**src/rtl/ps2_pkg.sv**
```systemverilog
// Shared constants and types for the PS/2 command arbiter.
// Optional resend support is enabled by defining PS2_CMD_RETRY_EN.
package ps2_pkg;

   localparam logic [7:0] PS2_ACK    = 8'hFA;
   localparam logic [7:0] PS2_RESEND = 8'hFE;
   localparam logic [7:0] PS2_ERROR  = 8'hFC;

   typedef enum logic [1:0] {
      STS_ACK     = 2'b00,
      STS_NACK    = 2'b01,
      STS_TIMEOUT = 2'b10,
      STS_RX_ERR  = 2'b11
   } ps2_status_e;

   typedef enum logic [2:0] {
      StIdle,
      StSend,
      StWaitSent,
      StWaitAck,
      StFinish
   } ps2_state_e;

endpackage

```
**src/rtl/ps2_rr_arb2.sv**
```systemverilog
// Two-way round-robin grant; on a tie the requester not granted last wins.
module ps2_rr_arb2
   import ps2_pkg::*;
(
   input  logic       CLK,
   input  logic       RESET_N,
   input  logic [1:0] REQ,
   input  logic       ADVANCE,
   output logic       GNT_VALID,
   output logic       GNT_IDX
);

   logic last_q;

   always_comb begin
      GNT_VALID = |REQ;
      if (REQ == 2'b11) begin
         GNT_IDX = ~last_q;
      end else begin
         GNT_IDX = REQ[1];
      end
   end

   // Reset to "1 granted last" so requester 0 wins the first tie.
   always_ff @(posedge CLK or negedge RESET_N) begin
      if (!RESET_N) begin
         last_q <= 1'b1;
      end else if (ADVANCE && GNT_VALID) begin
         last_q <= GNT_IDX;
      end
   end

endmodule

```
**src/rtl/ps2_cmd_arbiter.sv**
```systemverilog
// Arbitrates two PS/2 command requesters onto one transmitter/receiver pair.
// Define PS2_CMD_RETRY_EN to resend the command on a 0xFE response.
module ps2_cmd_arbiter
   import ps2_pkg::*;
#(
   parameter int unsigned TIMEOUT_CYCLES = 2500000,
   parameter int unsigned MAX_RETRY      = 3
) (
   input  logic       CLK,
   input  logic       RESET_N,
   input  logic       REQ_0,
   input  logic       REQ_1,
   input  logic [7:0] CMD_0,
   input  logic [7:0] CMD_1,
   output logic       DONE_0,
   output logic       DONE_1,
   output logic [1:0] STATUS,
   output logic [7:0] RESP,
   output logic       SEND_BYTE,
   output logic [7:0] BYTE_TO_SEND,
   input  logic       BYTE_SENT,
   output logic       READ_ENABLE,
   input  logic [7:0] BYTE_READ,
   input  logic [1:0] BYTE_ERROR_CODE,
   input  logic       BYTE_READY,
   input  logic       STREAM_RD_EN,
   output logic       BUSY
);

   localparam int unsigned TW = (TIMEOUT_CYCLES > 1) ? $clog2(TIMEOUT_CYCLES) : 1;
   localparam logic [TW-1:0] TMO_LAST = TW'(TIMEOUT_CYCLES - 1);

`ifdef PS2_CMD_RETRY_EN
   localparam int unsigned RW = (MAX_RETRY > 0) ? $clog2(MAX_RETRY + 1) : 1;
   localparam logic [RW-1:0] RETRY_LAST = RW'(MAX_RETRY);
   logic [RW-1:0] retry_q, retry_d;
`endif

   ps2_state_e  state_q, state_d;
   ps2_status_e status_q, status_d;
   logic [TW-1:0] tmo_q, tmo_d;
   logic [7:0]  cmd_q, cmd_d;
   logic [7:0]  resp_q, resp_d;
   logic        gnt_q, gnt_d;
   logic        send_q, send_d;
   logic        rd_en_q, rd_en_d;
   logic        done0_q, done0_d;
   logic        done1_q, done1_d;
   logic        busy_q, busy_d;
   logic        arb_advance, arb_valid, arb_idx;

   ps2_rr_arb2 u_arb (
      .CLK       (CLK),
      .RESET_N   (RESET_N),
      .REQ       ({REQ_1, REQ_0}),
      .ADVANCE   (arb_advance),
      .GNT_VALID (arb_valid),
      .GNT_IDX   (arb_idx)
   );

   always_comb begin
      state_d     = state_q;
      status_d    = status_q;
      tmo_d       = tmo_q;
      cmd_d       = cmd_q;
      resp_d      = resp_q;
      gnt_d       = gnt_q;
      arb_advance = 1'b0;
`ifdef PS2_CMD_RETRY_EN
      retry_d     = retry_q;
`endif

      unique case (state_q)
         StIdle: begin
            if (arb_valid) begin
               arb_advance = 1'b1;
               gnt_d       = arb_idx;
               cmd_d       = arb_idx ? CMD_1 : CMD_0;
               state_d     = StSend;
`ifdef PS2_CMD_RETRY_EN
               retry_d     = '0;
`endif
            end
         end
         StSend: begin
            tmo_d   = '0;
            state_d = StWaitSent;
         end
         StWaitSent: begin
            if (BYTE_SENT) begin
               tmo_d   = '0;
               state_d = StWaitAck;
            end else if (tmo_q == TMO_LAST) begin
               status_d = STS_TIMEOUT;
               state_d  = StFinish;
            end else begin
               tmo_d = tmo_q + 1'b1;
            end
         end
         StWaitAck: begin
            if (BYTE_READY) begin
               state_d = StFinish;
               if (BYTE_ERROR_CODE != 2'b00) begin
                  status_d = STS_RX_ERR;
               end else begin
                  case (BYTE_READ)
                     PS2_ACK: status_d = STS_ACK;
                     PS2_RESEND: begin
`ifdef PS2_CMD_RETRY_EN
                        if (retry_q < RETRY_LAST) begin
                           retry_d = retry_q + 1'b1;
                           state_d = StSend;
                        end else begin
                           status_d = STS_NACK;
                        end
`else
                        status_d = STS_NACK;
`endif
                     end
                     PS2_ERROR: status_d = STS_NACK;
                     default:   status_d = STS_NACK;
                  endcase
               end
               // A resend keeps the previous transaction's RESP visible.
               if (state_d == StFinish) begin
                  resp_d = BYTE_READ;
               end
            end else if (tmo_q == TMO_LAST) begin
               status_d = STS_TIMEOUT;
               state_d  = StFinish;
            end else begin
               tmo_d = tmo_q + 1'b1;
            end
         end
         StFinish: state_d = StIdle;
         default:  state_d = StIdle;
      endcase

      // SEND_BYTE trails the SEND state by one edge; DONE lines up with FINISH.
      send_d  = (state_q == StSend);
      done0_d = (state_d == StFinish) && !gnt_q;
      done1_d = (state_d == StFinish) && gnt_q;
      busy_d  = (state_d != StIdle);
      rd_en_d = (state_d == StIdle) ? STREAM_RD_EN : (state_d == StWaitAck);
   end

   always_ff @(posedge CLK or negedge RESET_N) begin
      if (!RESET_N) begin
         state_q  <= StIdle;
         status_q <= STS_ACK;
         tmo_q    <= '0;
         cmd_q    <= 8'h00;
         resp_q   <= 8'h00;
         gnt_q    <= 1'b0;
         send_q   <= 1'b0;
         rd_en_q  <= 1'b0;
         done0_q  <= 1'b0;
         done1_q  <= 1'b0;
         busy_q   <= 1'b0;
`ifdef PS2_CMD_RETRY_EN
         retry_q  <= '0;
`endif
      end else begin
         state_q  <= state_d;
         status_q <= status_d;
         tmo_q    <= tmo_d;
         cmd_q    <= cmd_d;
         resp_q   <= resp_d;
         gnt_q    <= gnt_d;
         send_q   <= send_d;
         rd_en_q  <= rd_en_d;
         done0_q  <= done0_d;
         done1_q  <= done1_d;
         busy_q   <= busy_d;
`ifdef PS2_CMD_RETRY_EN
         retry_q  <= retry_d;
`endif
      end
   end

   assign DONE_0       = done0_q;
   assign DONE_1       = done1_q;
   assign STATUS       = status_q;
   assign RESP         = resp_q;
   assign SEND_BYTE    = send_q;
   assign BYTE_TO_SEND = cmd_q;
   assign READ_ENABLE  = rd_en_q;
   assign BUSY         = busy_q;

endmodule

```
**config.mk**
```make
export PLATFORM = sky130hd
export DESIGN_NAME = ps2_cmd_arbiter
export DESIGN_NICKNAME = d
export VERILOG_FILES = /design/src/rtl/ps2_pkg.sv /design/src/rtl/ps2_rr_arb2.sv /design/src/rtl/ps2_cmd_arbiter.sv
export SDC_FILE = /design/constraint.sdc
export NUM_CORES = 1
export LEC_CHECK = 0
export CAP_MARGIN = 20
export CELL_PAD_IN_SITES_DETAIL_PLACEMENT = 1
export CELL_PAD_IN_SITES_GLOBAL_PLACEMENT = 2
export CORE_MARGIN = 3
export CORE_UTILIZATION = 32
export CTS_BUF_LIST = sky130_fd_sc_hd__clkbuf_2
export CTS_CLUSTER_SIZE = 14
export DETAILED_ROUTE_END_ITERATION = 8
export GPL_ROUTABILITY_DRIVEN = 0
export HOLD_SLACK_MARGIN = 0.12
export PLACE_DENSITY = 0.91
export SLEW_MARGIN = 25
export SYNTH_ARGS = -nofsm -noshare
export SYNTH_HDL_FRONTEND = slang
export SYNTH_SLANG_ARGS = --single-unit
```
**constraint.sdc**
```tcl
create_clock -name CLK -period 2.4 [get_ports CLK]
set_input_delay 0.36 -clock CLK [delete_from_list [all_inputs] [get_ports CLK]]
set_output_delay 0.36 -clock CLK [all_outputs]
set_load 0.01 [all_outputs]
```
# Word-level counts from Yosys, hierarchy flattened
# Index checks and enable logic that the tools add are counted.
[classes]
n_eq_ne = 10
bitwise_logic = 1
muxes = 20
n_reduce_logical = 15
n_addsub = 1
[ops]
columns = ["operator", "count"]
rows = [
  ["22-bit 2-to-1 mux", 3],
  ["22-bit one-hot mux with 3 select lines", 1],
  ["22-bit by 1-bit adder with 22-bit output (second input constant)", 1],
  ["22-bit equality test (second input constant)", 1],
  ["3-bit 2-to-1 mux", 4],
  ["3-bit one-hot mux with 4 select lines", 1],
  ["3-bit by 2-bit equality test with 1-bit output (second input constant)", 3],
  ["8-bit equality test (second input constant)", 1],
  ["2-bit 2-to-1 mux", 4],
  ["8-bit 2-to-1 mux", 1],
  ["2-bit AND reduction", 4],
  ["3-bit logical NOT", 2],
  ["3-bit nonzero test", 2],
  ["1-bit 2-to-1 mux", 5],
  ["2-bit != test (second input constant)", 2],
  ["2-bit one-hot mux with 2 select lines", 1],
  ["2-bit nonzero test", 2],
  ["3-bit by 1-bit equality test with 1-bit output (second input constant)", 1],
  ["3-bit equality test (second input constant)", 1],
  ["1-bit logical AND", 3],
  ["2-bit equality test (second input constant)", 1],
  ["2-bit OR reduction", 1],
  ["1-bit logical NOT", 1],
  ["1-bit NOT", 1],
]
[word_totals]
wordCells = 59
regBits = 50
inputBits = 33

# Depth between registers and ports, before layout
# Gate-level depths: netlist of the first run.
[logic_depth]
word_depth = 6
depth_mapped = 6

# Cells and area by module
# A second synthesis of the first run with hierarchy kept.
[hier_totals]
hier_cells = 261
hier_area_um2 = 2582.5
[modules_own_cells]
columns = ["module", "n_inst", "area_per_inst_um2", "seq_area_each_um2", "cells_per_inst"]
rows = [
  ["ps2_cmd_arbiter", 1, 2531.2, 1226.2, 256],
  ["ps2_rr_arb2", 1, 51.3, 26.3, 5],
]

# Worst setup path before layout of the first run
# OpenSTA, ideal clock, no wires.
[synth_timing]
kind = "reg-to-reg"
startpoint = "register tmo_q[3]"
endpoint = "register tmo_q[21]"
t_arrival_ns = 1.629
path_slack_ns = 0.702
stages_incl_launch_ff = 6
cell_sequence = "dfrtp_1 nand4_4 nor4_4 nand3_2 or4_1 nand3_1"
[synth_via]
elab_chain_cells = 4
elab_cells_between_ends = 6
classes_between = "1 x add/sub; 1 x eq/ne; 4 x mux"
[synth_lines]
columns = ["item", "line", "rtl"]
rows = [
  ["start, declared", "ps2_cmd_arbiter.sv:41", "logic [TW-1:0] tmo_q, tmo_d;"],
  ["start signal, assigned", "ps2_cmd_arbiter.sv:166", "tmo_q <= tmo_d;"],
  ["22-bit by 1-bit adder with 22-bit output / 22-bit equality test (equally long branches)", "-", ""],
  ["22-bit 2-to-1 mux *", "ps2_cmd_arbiter.sv:93, ps2_cmd_arbiter.sv:128", ""],
  ["22-bit 2-to-1 mux (on tied branches)", "ps2_cmd_arbiter.sv:101, ps2_cmd_arbiter.sv:90", ""],
  ["22-bit one-hot mux with 3 select lines *", "ps2_cmd_arbiter.sv:73", "unique case (state_q)"],
]
# Mark *: on every way between the ends. The rest lies on a longest branch, timed or not. The select of a mux whose other input is x is not followed.
# A chain may end at the register's enable or synchronous reset.

# Final worst setup path of the first run
[layout_timing]
startpoint = "register tmo_q[5]"
endpoint = "register status_q[1] (netlist: STATUS[1])"
[layout_via]
elab_chain_cells = 4
elab_cells_between_ends = 5
classes_between = "1 x eq/ne; 4 x mux"
[layout_lines]
columns = ["item", "line", "rtl"]
rows = [
  ["22-bit equality test *", "ps2_cmd_arbiter.sv:93, ps2_cmd_arbiter.sv:128", ""],
  ["2-bit 2-to-1 mux *", "-", ""],
  ["2-bit 2-to-1 mux (on tied branches)", "-", ""],
  ["2-bit one-hot mux with 2 select lines *", "-", ""],
  ["end signal, assigned", "ps2_cmd_arbiter.sv:165", "status_q <= status_d;"],
  ["end, declared", "ps2_cmd_arbiter.sv:40", "ps2_status_e status_q, status_d;"],
]
# Marked as above.

==> impl_metrics.json, run 1 <==
{
  "swShare_pct": 36.0,
  "finalCriticalPeriod_ns": 1.94,
  "critPathKind": "register to register",
  "p_clk_share_pct": 16.4,
  "netlist.top_cell.by_area": "dfrtp_1",
  "ys_warn_count": 0,
  "std_cell_rows": 31,
  "grt-ovfl-total": 0,
  "ys_seq_area_share_pct": 51.2,
  "netlist_top_cells_count": "dfrtp_1 (49), nand2_1 (27), nor2_1 (19), o21ai_0 (15), nand3_1 (12)",
  "post-cts-setup-buffers": 0,
  "pin_count": 56,
  "crit_path_end_kind": "register",
  "cts_tree": "built",
  "critPathSlowestCell": "dfrtp_1",
  "synth.most_common_cell": "dfrtp_1",
  "setup_violations": 0,
  "ctsHtreeMaxLevel": 2,
  "crit_required_ns": 2.83,
  "netlist_area_um2": 2450,
  "synth_nets": 273,
  "drv_slew": 0,
  "fmax_mhz": 516,
  "grt_pass1_vias": 2186,
  "area_growth_pct": 32.2,
  "routed_via_density": 5.14,
  "timing.critical_path.buf_inv": 0,
  "pre_cts_ws_ns": 0.367,
  "sequentialPowerShare_pct": 42.1,
  "min_path_type": "input port to async pin",
  "start_util_pct": 33.4,
  "dr.pass1.iters": 4,
  "wirelength_mm": 6.58,
  "cts.repair.resized": 0,
  "status": "completed",
  "die-height_um": 93.4,
  "slowest_delay_ns": 0.53,
  "hold_viol": 0,
  "share_comb_of_total_power_pct": 41.5,
  "final_antenna_net_count": 0,
  "antenna_found_initial": 0,
  "grt_first_pass_wirelength_mm": 11.0,
  "clkLatencyLatePin_ns": 0.46,
  "switching_power_mw": 1.07,
  "path_clk_slew_ns": 0.29,
  "grt_max_degree": 31,
  "place.port_buffers": 55,
  "clock_sinks": 50,
  "grt.total_usage_pct": 15.8,
  "crit_chain": "nor4_1 -> nand4b_1 -> or4_4 -> a21boi_4 -> o32a_1",
  "drc": 0,
  "cts.path.max_buffers": 2,
  "synth-edff-count": 0,
  "dpl.cell_count": 394,
  "critical-path-top-delay-family": "simple AND/OR/NAND/NOR gates",
  "r2r-start": "tmo_q[5]$_DFFE_PN0P_",
  "cts_hold_buf": 1,
  "drive_gt1_share_pct": 11.5,
  "rsz0062_at_grt": "no",
  "min_period_over_period_pct": 80.8,
  "intPower_mw": 1.90,
  "cts_buffers": 5,
  "power_density_nw_per_um2": 917,
  "routedWlPerCell_um": 16.3,
  "cts_root_buffer": "clkbuf_2",
  "critPathMaxFanout": 6,
  "slew_headroom_pct": 53.0,
  "synth_top_area_share_pct": 50.1,
  "core_area_um2": 7330,
  "critPathLaunch": "tmo_q[5]$_DFFE_PN0P_",
  "fin_nets": 337,
  "worst_pin_slew_ns": 0.705,
  "synth_seq_cells": 50,
  "syn_area_per_cell_um2": 10.2,
  "via_count": 2071,
  "placed_area_um2": 3150,
  "start_kind": "register",
  "dieArea_um2": 8730,
  "netlist_instances": 239,
  "p_leak_nw": 1.36,
  "dp_hpwl_mm": 4.97,
  "finalClockSkew_ns": 0.0145,
  "stdcell_area_um2": 3230,
  "cap_viol_max_count": 0,
  "drt_iter0_drc": 73,
  "ys.flop_type": "dfrtp_1",
  "critPathArrivalTime_ns": 2.37,
  "ys_async_sr_fraction_pct": 100,
  "synthTopCellsByArea": "dfrtp_1 (50%), nand2_1 (4.1%), xor2_1 (3.9%)",
  "instances_no_fill": 403,
  "worst_slack_ns": 0.460,
  "die_x_um": 93.4,
  "setup_tns_ns": 0,
  "ir_drop_mv": 0.457,
  "synth_cell_type_count": 49,
  "antenna_cells": 0
}
## final timing paths
path	end	slack (ns)	depth (start not counted)
max	STATUS[1]$_DFFE_PN0P_	0.46	5
max reg2reg	STATUS[1]$_DFFE_PN0P_	0.46	5
max in group asynchronous	tmo_q[11]$_DFFE_PN0P_	1.32	3
min reg2reg	DONE_0$_DFF_PN0_	0.48	1
min	tmo_q[2]$_DFFE_PN0P_	0.43	2
min in group CLK	DONE_0$_DFF_PN0_	0.48	1
## final cells by class
class,count,area [um^2]
timing repair buffer,65,623
clock inverter,3,47.5
fill,827,4100
tap,99,124
sequential,50,1250
inverter,4,15.0
multi-input combinational,177,1150
clock buffer,5,25.0
## per-stage QoR
| stage | total power [mW] | hold WS, ns | utilization (%) |
|---|---|---|---|
| final | 2.96 | 0.433 | 44.1 |
| after global routing | 3.17 | 0.427 | 44.1 |
| after floorplan | 1.85 | 0.0644 | - |
| after CTS | 3.01 | 0.457 | 44.1 |
| after detailed placement | 2.52 | 0.459 | 43.0 |
| after global placement | 2.46 | 0.438 | 43.0 |
## flip-flops by register name (all words and copies together), names as in the netlist, 2 cells and up
| register | flops |
|---|---|
| RESP | 8 |
| tmo_q | 22 |
| BYTE_TO_SEND | 8 |
| state_q | 3 |
| STATUS | 2 |
## logic make-up (layout without fill, tap and decap cells)
kind of cell    count (synthesis)  in the layout  share of synthesized area, %
compound gates                 42             42                          11.2
xor+xnor                       11             11                          3.94
fa+ha+maj                       1              1                         0.511
buf+inv                        12             77                          1.94
flops                          50             50                          51.2
mux                            16             16                          6.96
simple gates                  107            107                          24.3
## power groups by stage
stage | Combinational [mW] | Sequential, mW | Clock [mW]
after floorplan | 0.557 | 1.30 | 0
after CTS | 1.26 | 1.25 | 0.497
after detailed placement | 1.25 | 1.27 | 0
after global placement | 1.21 | 1.25 | 0
final | 1.23 | 1.25 | 0.485
after global routing | 1.35 | 1.28 | 0.534
## placed cells by master, fill, tap and decap left out, types with 2 or more instances in the layout
cell type        instances
o21ai_0                 15
clkbuf_2                 5
buf_4                    9
nor2_1                  19
nand2b_1                 4
inv_1                    4
and3_1                   3
nor3_1                   5
nor2b_1                  2
nor4_1                   7
dfrtp_1                 49
and2_1                   2
nand3_1                 12
nand4b_1                 3
a31oi_1                  2
xor2_1                  11
a21oi_1                  8
mux2i_1                  8
o311ai_0                 3
mux2_2                   8
o211ai_1                 3
or4_1                    2
clkdlybuf4s50_1         54
nand2_1                 27
nand4_1                  7
or3_1                    4
## metal layers
layer	GRT usage [%]	share of wire, %	wire, um
met5	0	0	0
met4	3.66	0.93	61
met3	2.90	2.9	194
met2	28.2	53	3460
met1	19.8	43	2860
(Power assumes the default switching activity.)
==> run 2: changes to the inputs <==
Settings changed: CORE_UTILIZATION 32 to 29, PLACE_DENSITY 0.91 to 0.88.
Clock period 2.4 ns to 1.7 ns, I/O delays scaled along.
==> impl_metrics.json, run 2 (synthesis results as in run 1) <==
{
  "regMostFlops": "tmo_q",
  "std_cell_rows": 32,
  "status": "finished, violations left",
  "setup_violations": 15,
  "worst_pin_slew_ns": 0.399,
  "worst_slack_ns": -0.0959,
  "setup_tns_ns": -0.824,
  "crit_required_ns": 2.12,
  "switching_power_mw": 1.65,
  "drive_gt1_share_pct": 28.8,
  "slew_headroom_pct": 73.0,
  "final_cell_mix": "buf_4 (59), dfrtp_1 (49), clkdlybuf4s50_1 (34)",
  "final_util_pct": 47.3,
  "min_path_type": "input port to async pin",
  "routed_via_density": 5.03,
  "core_area_um2": 7970,
  "grt_max_degree": 29,
  "p_leak_nw": 1.82,
  "cts.path.max_buffers": 2,
  "antenna_found_initial": 0,
  "critPathKind": "register to register",
  "start_util_pct": 30.7,
  "critPathArrivalTime_ns": 2.22,
  "min_period_over_period_pct": 106,
  "sequentialPowerShare_pct": 38.3,
  "dr.pass1.iters": 4,
  "cap_viol_max_count": 0,
  "pre_cts_ws_ns": -0.239,
  "routedWlPerCell_um": 16.3,
  "share_comb_of_total_power_pct": 46.9,
  "via_count": 2316,
  "power_density_nw_per_um2": 1200,
  "layout_commonest_cell": "buf_4",
  "num-fill-cells": 900,
  "cts_buffers": 5,
  "antenna_cells": 0,
  "dieArea_um2": 9570,
  "r2r.worst_path.cells": 6,
  "final_antenna_net_count": 0,
  "swShare_pct": 36.5,
  "placed_area_um2": 3470,
  "ir_drop_mv": 0.639,
  "violations": "setup timing",
  "fin_nets": 391,
  "hold_viol": 0,
  "path_clk_slew_ns": 0.26,
  "finalCriticalPeriod_ns": 1.80,
  "pin_count": 56,
  "stdcell_area_um2": 3770,
  "clock_sinks": 50,
  "drc": 0,
  "drt_iter0_drc": 64,
  "dp_hpwl_mm": 5.39,
  "finalClockSkew_ns": 0.00749,
  "drv_slew": 0,
  "clkLatencyLatePin_ns": 0.47,
  "critPathMaxFanout": 4,
  "grt_first_pass_wirelength_mm": 12.0,
  "start_kind": "register",
  "fin_hold_ws_ns": 0.294,
  "area_growth_pct": 54.0,
  "rsz0062_at_grt": "yes",
  "ctsHtreeMaxLevel": 2,
  "die-height_um": 97.8,
  "cts_tree": "built",
  "place.port_buffers": 55,
  "wirelength_mm": 7.51,
  "grt.total_usage_pct": 15.2,
  "grt-ovfl-total": 0,
  "die_x_um": 97.8,
  "fmax_mhz": 557,
  "grt_pass1_vias": 2492,
  "p_clk_share_pct": 14.8,
  "crit_path_end_kind": "register",
  "intPower_mw": 2.87,
  "largest_reg_flops": 22,
  "cts_root_buffer": "clkbuf_2"
}
run 2: cell count changes in the layout (fill, tap and decap cells not counted), moves of 2 or more:
cell	change
nand2_1	-2
dlygate4sd2_1	+6
clkdlybuf4s50_1	-20
dlymetal6s2s_1	+14
buf_6	+3
a21oi_1	-2
nor2_2	+2
nor2_1	-3
buf_4	+50
a21oi_2	+2
run 2: stage by stage:
stage / total power, mW / instances
final: 4.52 / 460
after global routing: 4.83 / 460
after CTS: 4.41 / 449
after detailed placement: 3.74 / 437
after global placement: 3.66 / 437
after floorplan: 2.62 / 239
run 2: worst paths after layout:
check | slack, ns | end | startpoint
max | -0.1 | tmo_q[21]$_DFFE_PN0P_ | tmo_q[12]$_DFFE_PN0P_
min | 0.29 | tmo_q[4]$_DFFE_PN0P_ | RESET_N
max reg2reg | -0.1 | tmo_q[21]$_DFFE_PN0P_ | tmo_q[12]$_DFFE_PN0P_
min reg2reg | 0.47 | DONE_0$_DFF_PN0_ | gnt_q$_DFFE_PN0P_
max in group asynchronous | 1.08 | u_arb.last_q$_DFFE_PN1P_ | RESET_N
min in group CLK | 0.38 | u_arb.last_q$_DFFE_PN1P_ | REQ_0
run 2: final cells by class:
cell class / instances / area, um^2 / area share [%]
inverters: 4 / 15.0 / 0.399
well taps: 102 / 128 / 3.39
repair buffers: 119 / 1080 / 28.7
clock buffers: 6 / 30.0 / 0.797
clock inverters: 2 / 37.5 / 0.997
multi-input cells: 177 / 1220 / 32.5
flip-flops and latches: 50 / 1250 / 33.3
run 2: power by group through the flow:
stage	clock, mW	sequential (mW)	combinational [mW]
after floorplan	0	1.83	0.786
after global placement	0	1.71	1.95
final	0.668	1.73	2.12
after CTS	0.690	1.71	2.02
after detailed placement	0	1.74	2.01
after global routing	0.730	1.77	2.32
run 2: routing by layer:
metal	up-vias	wire length, um	GRT usage [%]
li1	1109	-	-
met1	1144	3140	18.8
met2	44	3920	27.0
met3	19	237	2.57
met4	0	205	5.01
met5	-	0	0
run 2: critical path, stage by stage (launching register included):
cell,delay (ns)
dfrtp_1,0.42
buf_4,0.14
nand4_1,0.17
nor4_4,0.26
nand3_2,0.15
or4_1,0.52
nand3_1,0.10
run 2: timing repair:
action,CTS,global route
pin swaps,1,12
hold buffers,1,0
buffers inserted,3,11
hold endpoints to repair,50,0
resized for setup,11,31
setup endpoints to repair,23,43
==> run 3: changes to the inputs <==
Settings changed: CORE_UTILIZATION 29 to 28, CTS_BUF_LIST sky130_fd_sc_hd__clkbuf_2 to sky130_fd_sc_hd__clkbuf_16, PLACE_DENSITY 0.88 to 0.86.
==> impl_metrics.json, run 3 (synthesis results as in run 1) <==
{
  "area_growth_pct": 58.8,
  "crit_required_ns": 1.93,
  "r2r_end": "tmo_q[21]$_DFFE_PN0P_",
  "ir_drop_mv": 0.650,
  "drv_slew": 0,
  "wl_met1_mm": 3.44,
  "ctsHtreeMaxLevel": 2,
  "slowest_delay_ns": 0.52,
  "critPathSlowestCell": "or4_1",
  "crit_path_end_kind": "register",
  "worst_pin_slew_ns": 0.367,
  "grt-ovfl-total": 0,
  "place.port_buffers": 55,
  "dr.pass1.iters": 4,
  "grt.total_usage_pct": 15.3,
  "finalCriticalPeriod_ns": 1.90,
  "grt_first_pass_wirelength_mm": 12.2,
  "clkLatencyLatePin_ns": 0.29,
  "die-height_um": 99.5,
  "power_mw": 4.94,
  "violations": "setup timing",
  "dr.max_layer_used": "met4",
  "critPathArrivalTime_ns": 2.12,
  "critical-path-top-delay-family": "simple AND/OR/NAND/NOR gates",
  "grt_pass1_vias": 2549,
  "start_util_pct": 29.3,
  "via_count": 2333,
  "worst_slack_ns": -0.200,
  "finalClockSkew_ns": 0.00586,
  "layout_commonest_cell": "buf_4",
  "std_cell_rows": 33,
  "routedWlPerCell_um": 17.2,
  "core_area_um2": 8340,
  "drc": 0,
  "hold_viol": 0,
  "timing.critical_path.buf_inv": 1,
  "start_kind": "register",
  "fin_nets": 393,
  "regMostFlops": "tmo_q",
  "placed_area_um2": 3480,
  "pin_count": 56,
  "die_x_um": 99.5,
  "slew_headroom_pct": 75.4,
  "final_antenna_net_count": 0,
  "r2r.worst_path.cells": 6,
  "dr_wl_met2_mm": 4.20,
  "path_clk_slew_ns": 0.07,
  "status": "finished, violations left",
  "r2r-start": "tmo_q[5]$_DFFE_PN0P_",
  "grt_max_degree": 51,
  "cap_viol_max_count": 0,
  "dp_hpwl_mm": 5.38,
  "final_cell_mix": "buf_4 (57), clkdlybuf4s50_1 (54), dfrtp_1 (46)",
  "pre_cts_ws_ns": -0.297,
  "power_density_nw_per_um2": 1270,
  "rsz0062_at_grt": "yes",
  "p_leak_nw": 1.72,
  "fin_hold_ws_ns": 0.466,
  "crit_chain": "buf_4 -> nand2_2 -> nor4_4 -> nand3_2 -> or4_1 -> nand3_1",
  "largest_reg_flops": 22,
  "cts.path.max_buffers": 2,
  "critPathMaxFanout": 5,
  "min_period_over_period_pct": 112,
  "min_path_type": "input port to async pin",
  "drive_gt1_share_pct": 31.4,
  "dieArea_um2": 9890,
  "met3WireLength_um": 195,
  "reg2reg_slack_ns": -0.20,
  "antenna_found_initial": 0,
  "routed_via_density": 5.02,
  "stdcell_area_um2": 3880,
  "cts_root_buffer": "clkbuf_16",
  "setup_violations": 19,
  "clock_sinks": 50,
  "cts_tree": "built",
  "critPathKind": "register to register",
  "wirelength_mm": 7.98,
  "antenna_cells": 0,
  "cts_buffers": 5,
  "fmax_mhz": 526,
  "dpl.cell_count": 439,
  "instances_no_fill": 465,
  "drt_iter0_drc": 71
}
[run 3: changes by cell type in the layout (fill, tap and decap cells not counted), sizes merged, moves of 2 or more]
| cell | before | now |
|---|---|---|
| clkdlybuf4s50 | 34 | 54 |
| dlymetal6s2s | 14 | 0 |
| dlygate4sd2 | 6 | 0 |
| buf | 64 | 66 |
[run 3: repair_timing]
action	CTS	global route
hold buffers	1	0
pin swaps	3	11
endpoints found under the setup margin	16	27
buffers inserted	5	12
gates resized for setup	8	30
hold endpoints to repair	49	0
[run 3: worst reg2reg max path: stages, from the launching register on]
cell and delay [ns]:
dfrtp_1 0.42, buf_4 0.18, nand2_2 0.09, nor4_4 0.36
nand3_2 0.16, or4_1 0.52, nand3_1 0.11
[run 3: power breakdown]
part / switching (mW) / leakage, nW / total (mW) / internal [mW]
sequential: 0.218 / 0.639 / 1.75 / 1.53
combinational: 1.03 / 1.02 / 2.19 / 1.16
clock: 0.455 / 0.0679 / 1.00 / 0.546
total: 1.70 / 1.72 / 4.94 / 3.24
[run 3: layout make-up]
cell class                      count  area, um^2
Fill cell                         961        4460
Tap cell                          105         131
Timing Repair Buffer              121        1090
Clock inverter                      3        20.0
Sequential cell                    50        1260
Clock buffer                        5         125
Inverter                            4        15.0
Multi-Input combinational cell    177        1240
[run 3: metal layers]
layer,GRT usage (%),vias up
met5,0,-
met4,4.83,0
met3,2.38,11
met2,28.2,39
met1,18.2,1169
li1,-,1114
[run 3: worst max-delay path by stage]
stage | start | slack (ns) | end | cells after the start
floorplan | tmo_q[3]$_DFFE_PN0P_ | 0.002 | tmo_q[21]$_DFFE_PN0P_ | 5
global placement | BYTE_READY | -0.21 | tmo_q[3]$_DFFE_PN0P_ | 7
detailed placement | BYTE_READY | -0.30 | tmo_q[3]$_DFFE_PN0P_ | 7
CTS | tmo_q[9]$_DFFE_PN0P_ | -0.11 | tmo_q[21]$_DFFE_PN0P_ | 6
global route | tmo_q[5]$_DFFE_PN0P_ | -0.29 | STATUS[1]$_DFFE_PN0P_ | 5
finish | tmo_q[5]$_DFFE_PN0P_ | -0.20 | tmo_q[21]$_DFFE_PN0P_ | 6
[run 3: per-stage QoR]
step	setup TNS, ns	util (%)
finish	-2.18	46.6
global route	-4.27	46.6
CTS	-0.751	44.2
detailed placement	-3.11	41.7
global placement	-1.87	41.7
floorplan	0	-
==> edit 1: new RTL, flow settings as in run 2 <==
Build with the macro `PS2_CMD_RETRY_EN` defined.
--- a/src/rtl/ps2_cmd_arbiter.sv
+++ b/src/rtl/ps2_cmd_arbiter.sv
@@ -2,2 +2,4 @@
 // Define PS2_CMD_RETRY_EN to resend the command on a 0xFE response.
+`define PS2_CMD_RETRY_EN
+
 module ps2_cmd_arbiter
Check against the original RTL: not equivalent (a bounded check fails within 10 cycles, from zero or initial values and one cycle with RESET_N low).
==> edit 1 against run 2 <==
- the run still ends with negative setup slack left
- worst hold slack lost 0.061 ns
- total power grew 17%
- setup slack lost 0.37 ns
- sequential cell count grew 2
- routed wire length grew 7.6%
- design area grew 6.6%
- non-clock buffer count grew 13
- synthesized area grew 2.7%
==> edit 1: results (changes against run 2) <==
Critical path
  – Worst Reg-to-Reg Cells: 6 (unchanged)
  – Critical path arrival: 2.54 ns (+0.32 ns)
  – Crit path launch: tmo_q[0]$_DFFE_PN0P_
  – CP delay by family, top: simple AND/OR/NAND/NOR gates
  – Worst path slowest cell: or4_4
  – R2r endpoint: READ_ENABLE$_DFF_PN0_
  – Crit-path max FO: 3 (-1)
  – Slowest stage delay, CP: 0.54 ns (+0.02 ns)

Drt
  – WL met3: 410 µm (+73%)
  – Via-to-Cell Ratio: 5.05 (+0.38%)
  – Top routing layer in use: met4
  – WL per Instance: 16.7 µm (+2.4%)
  – Wl on met1: 3210 µm (+2.0%)
  – First-iteration detailed-routing DRC count: 85 (+33%)
  – Met2 WL: 4410 µm (+13%)
  – Drt total wl: 8080 µm (+7.6%)

Timing
  – Worst-margin pin slew: 0.467 ns (+0.0678 ns)
  – Final Skew: 0.0294 ns (+0.0219 ns)
  – Setup violations, final: 24 (+9)
  – Hold_ws: 0.233 ns (-0.0612 ns)
  – Setup TNS: -8.09 ns (-7.27 ns)
  – Setup WS post-layout: -0.464 ns (-0.369 ns)

Global routing
  – Met2 Usage GRT: 30.6% (+3.6 points)
  – Pin count of the biggest net entering global routing: 21 (-28%)
  – First-pass GRT wire length: 12900 µm (+7.3%)
  – Vias in the first global route: 2667 (+7.0%)
  – Gr usage total: 16.2% (+0.97 points)
  – GR Util met3: 4.32% (+1.7 points)
  – Grt met1 use: 18.6% (-0.20 points)

Synthesis
  – Commonest cells post-synth: dfrtp_1 (51), nand2_1 (22), nor2_1 (18), o21ai_0 (18), nand3_1 (14)
  – Synth area leaders: dfrtp_1 (51%), o21ai_0 (3.6%), nand2_1 (3.3%)
  – Compound-cell area share of the yosys netlist: 12.8% (+1.7 points)
  – Synth Warn #: 0 (unchanged)
  – Sequential fraction of the synthesis area: 51.9% (+0.67 points)
  – Mux cell area share after synthesis: 6.33% (-0.63 points)
  – Post-Synthesis Net Count: 281 (+2.9%)
  – Syn Inst Count: 246 (+2.9%)
  – Xor/xnor cell area share of the yosys netlist: 3.14% (-0.80 points)
  – Post-synthesis adder-cell area fraction: 0.997% (+0.49 points)

Outcome
  – Status: finished, violations left
  – Violated checks: negative setup slack

Finish
  – Filler Cell Count: 925 (+2.8%)
  – Layout cells sized above 1: 33.1% (+4.3 points)
  – Diode count: 0 (unchanged)
  – Final #Nets: 412 (+5.4%)

CTS
  – Clk pin slew, worst setup/hold paths: 0.28 ns (+0.02 ns)
  – Worst skew pair latency: 0.45 ns (-0.02 ns)
  – Root Buffer: clkbuf_2

Place
  – Placed cell area: 3650 µm² (+5.2%)
  – DP Worst Slack: -0.520 ns (-0.281 ns)
  – HPWL after DPL: 6050 µm (+12%)
  – Placed Instances: 461 (+5.5%)

Power and ir drop
  – Leak: 1.89 nW (+4.1%)
  – Max IR drop VDD: 0.602 mV (-5.8%)
-- edit 1: changes by cell type in the layout (fill, tap and decap cells not counted), moves of 4 or more --
cell / change
buf_4: +10
dlygate4sd2_1: +6
nand4_1: +5
nor4_1: -4
-- edit 1: final cells by class --
type | count | area, µm² | area share, %
well taps | 105 | 131 | 3.27
inverters | 5 | 18.8 | 0.467
clock buffers | 6 | 30.0 | 0.748
multi-input cells | 181 | 1300 | 32.3
repair buffers | 132 | 1170 | 29.2
clock inverters | 2 | 60.1 | 1.50
flip-flops and latches | 52 | 1310 | 32.5
-- edit 1: repair_timing --
item | CTS | global route
setup endpoints to repair | 42 | 50
endpoints found under the hold margin | 34 | 0
buffers inserted | 2 | 10
pin swaps | 4 | 17
resized for setup | 25 | 40
gates cloned | 1 | 1
hold buffers | 1 | 0
-- edit 1: power by group --
part | switching [W] | internal [W]
sequential | 0.000205 | 0.00159
clock | 0.000402 | 0.000401
combinational | 0.00131 | 0.00136
total | 0.00192 | 0.00335
==> edit 2: new RTL, settings of run 2 <==
Made on the original files. The 5 states of `ps2_state_e` get a one-hot encoding in 5 bits.
--- a/src/rtl/ps2_pkg.sv
+++ b/src/rtl/ps2_pkg.sv
@@ -15,8 +15,8 @@
 
-   typedef enum logic [2:0] {
-      StIdle,
-      StSend,
-      StWaitSent,
-      StWaitAck,
-      StFinish
+   typedef enum logic [4:0] {
+      StIdle     = 5'b00001,
+      StSend     = 5'b00010,
+      StWaitSent = 5'b00100,
+      StWaitAck  = 5'b01000,
+      StFinish   = 5'b10000
    } ps2_state_e;
Function: same outputs for any inputs over 10 cycles, from zero or initial values and one cycle with RESET_N low; not proved beyond that.
==> edit 2 against run 2 <==
- the run still ends with negative setup slack left
- via count up 22%
- sequential cell count up 2
- design area increased by 24%
- synthesized area increased by 9.6%
- largest cell class is now multi-input gates
- sequential power is 3% higher
- die area rose by 9.0%
- global-route usage is 4.3 points higher
- total power rose by 13%
- highest routed layer unchanged
- routed wire length up 45%
- critical path depth unchanged
- setup slack got worse by 0.13 ns
==> edit 2: results (changes against run 2) <==
Global routing
  – Pin count of the biggest net entering global routing: 40 (+38%)
  – Gr usage total: 19.5% (+4.3 points)
  – Met2 Usage GRT: 34.1% (+7.2 points)
  – GR Util met3: 5.39% (+2.8 points)
  – Initial antenna violation count: 0 (unchanged)
  – Vias in the first global route: 3186 (+28%)
  – Grt met1 use: 22.9% (+4.1 points)
  – First-pass GRT wire length: 16100 µm (+34%)

Outcome
  – Violated checks: negative setup slack
  – Status: finished, violations left

Synthesis
  – Post-Synthesis Net Count: 300 (+9.9%)
  – Compound-cell area share of the yosys netlist: 14.5% (+3.4 points)
  – Post-synthesis adder-cell area fraction: 0.467% (-0.045 points)
  – Synth async-reset ratio: 100% (unchanged)
  – Xor/xnor cell area share of the yosys netlist: 0.327% (-3.6 points)
  – Sequential fraction of the synthesis area: 48.6% (-2.6 points)
  – Synth area leaders: dfrtp_1 (47%), mux2i_1 (4.5%), a21oi_1 (4.3%)
  – Post-synthesis cell type count: 48 (-2.0%)
  – Commonest cells post-synth: dfrtp_1 (50), a21oi_1 (23), nor2_1 (15)

Power and ir drop
  – Leak: 2.08 nW (+15%)
  – Max IR drop VDD: 0.793 mV (+24%)

Drt
  – Met2 WL: 5750 µm (+47%)
  – First-iteration detailed-routing DRC count: 94 (+47%)
  – Wl on met1: 4260 µm (+36%)
  – WL met3: 723 µm (+210%)
  – Drt total wl: 10900 µm (+45%)
  – Via count: 2835 (+22%)

Timing
  – Setup violations, final: 40 (+25)
  – Setup WS post-layout: -0.224 ns (-0.128 ns)
  – Final Skew: 0.0196 ns (+0.0121 ns)
  – Slew HR: 75.7% (+2.7 points)

Critical path
  – Crit path launch: tmo_q[1]$_DFFE_PN0P_
  – Worst Reg-to-Reg Cells: 6 (unchanged)
  – Crit-path max FO: 8 (+4)
  – Critical path arrival: 2.36 ns (+0.14 ns)
  – Worst setup path end: tmo_q[2]$_DFFE_PN0P_

Finish
  – Filler Cell Count: 967 (+7.4%)
  – Final #Nets: 447 (+14%)

CTS
  – Clk pin slew, worst setup/hold paths: 0.28 ns (+0.02 ns)
  – Worst skew pair latency: 0.48 ns

Place
  – Placed cell area: 3880 µm² (+12%)
  – HPWL after DPL: 6330 µm (+17%)
  – DP Worst Slack: -0.379 ns (-0.140 ns)
edit 2: changes by cell type after synthesis, moves of 4 or more:
cell / delta
nand2_1: -13
mux2i_1: +4
or4_1: +10
or2_2: +4
a21oi_1: +15
nor2_1: -4
o21ai_0: -4
o31ai_1: +10
xor2_1: -10
edit 2: what timing repair did:
| item | 4_1_cts | 5_1_grt |
|---|---|---|
| hold endpoints to repair | 50 | 0 |
| endpoints found under the setup margin | 61 | 53 |
| cloned | 3 | 2 |
| pin swaps | 21 | 18 |
| hold buffers | 1 | 0 |
| gates resized for setup | 73 | 76 |
| setup buffers | 17 | 10 |
edit 2: final cells by class:
class / count / area (µm²) / area share (%)
Inverter: 7 / 26.3 / 0.561
Sequential cell: 52 / 1310 / 27.9
Clock buffer: 6 / 30.0 / 0.641
Timing Repair Buffer: 149 / 1400 / 29.9
Tap cell: 108 / 135 / 2.88
Multi-Input combinational cell: 198 / 1770 / 37.8
Clock inverter: 2 / 16.3 / 0.347
edit 2: worst max-delay path, cell delays in order, from the launching register on:
cell	delay, ns
dfrtp_1	0.46
ha_2	0.20
and2_4	0.14
and4b_2	0.24
and4_4	0.23
or4_4	0.49
a21oi_2	0.12
edit 2: through the flow:
step / utilization (%) / hold slack (ns) / instances / TNS [ns]
CTS: 48.9 / 0.187 / 512 / -2.59
finish: 53.0 / 0.178 / 522 / -3.91
detailed placement: 43.8 / 0.189 / 484 / -8.66
global route: 53.0 / 0.177 / 522 / -6.76
floorplan: - / -0.0406 / 266 / -2.58
global placement: 43.8 / 0.185 / 484 / -6.11
edit 2: power by group:
part	internal (W)	switching (W)	total (W)
Sequential	0.00156	0.000217	0.00178
Combinational	0.00146	0.00130	0.00276
Clock	0.000110	0.000448	0.000557
Total	0.00313	0.00196	0.00509
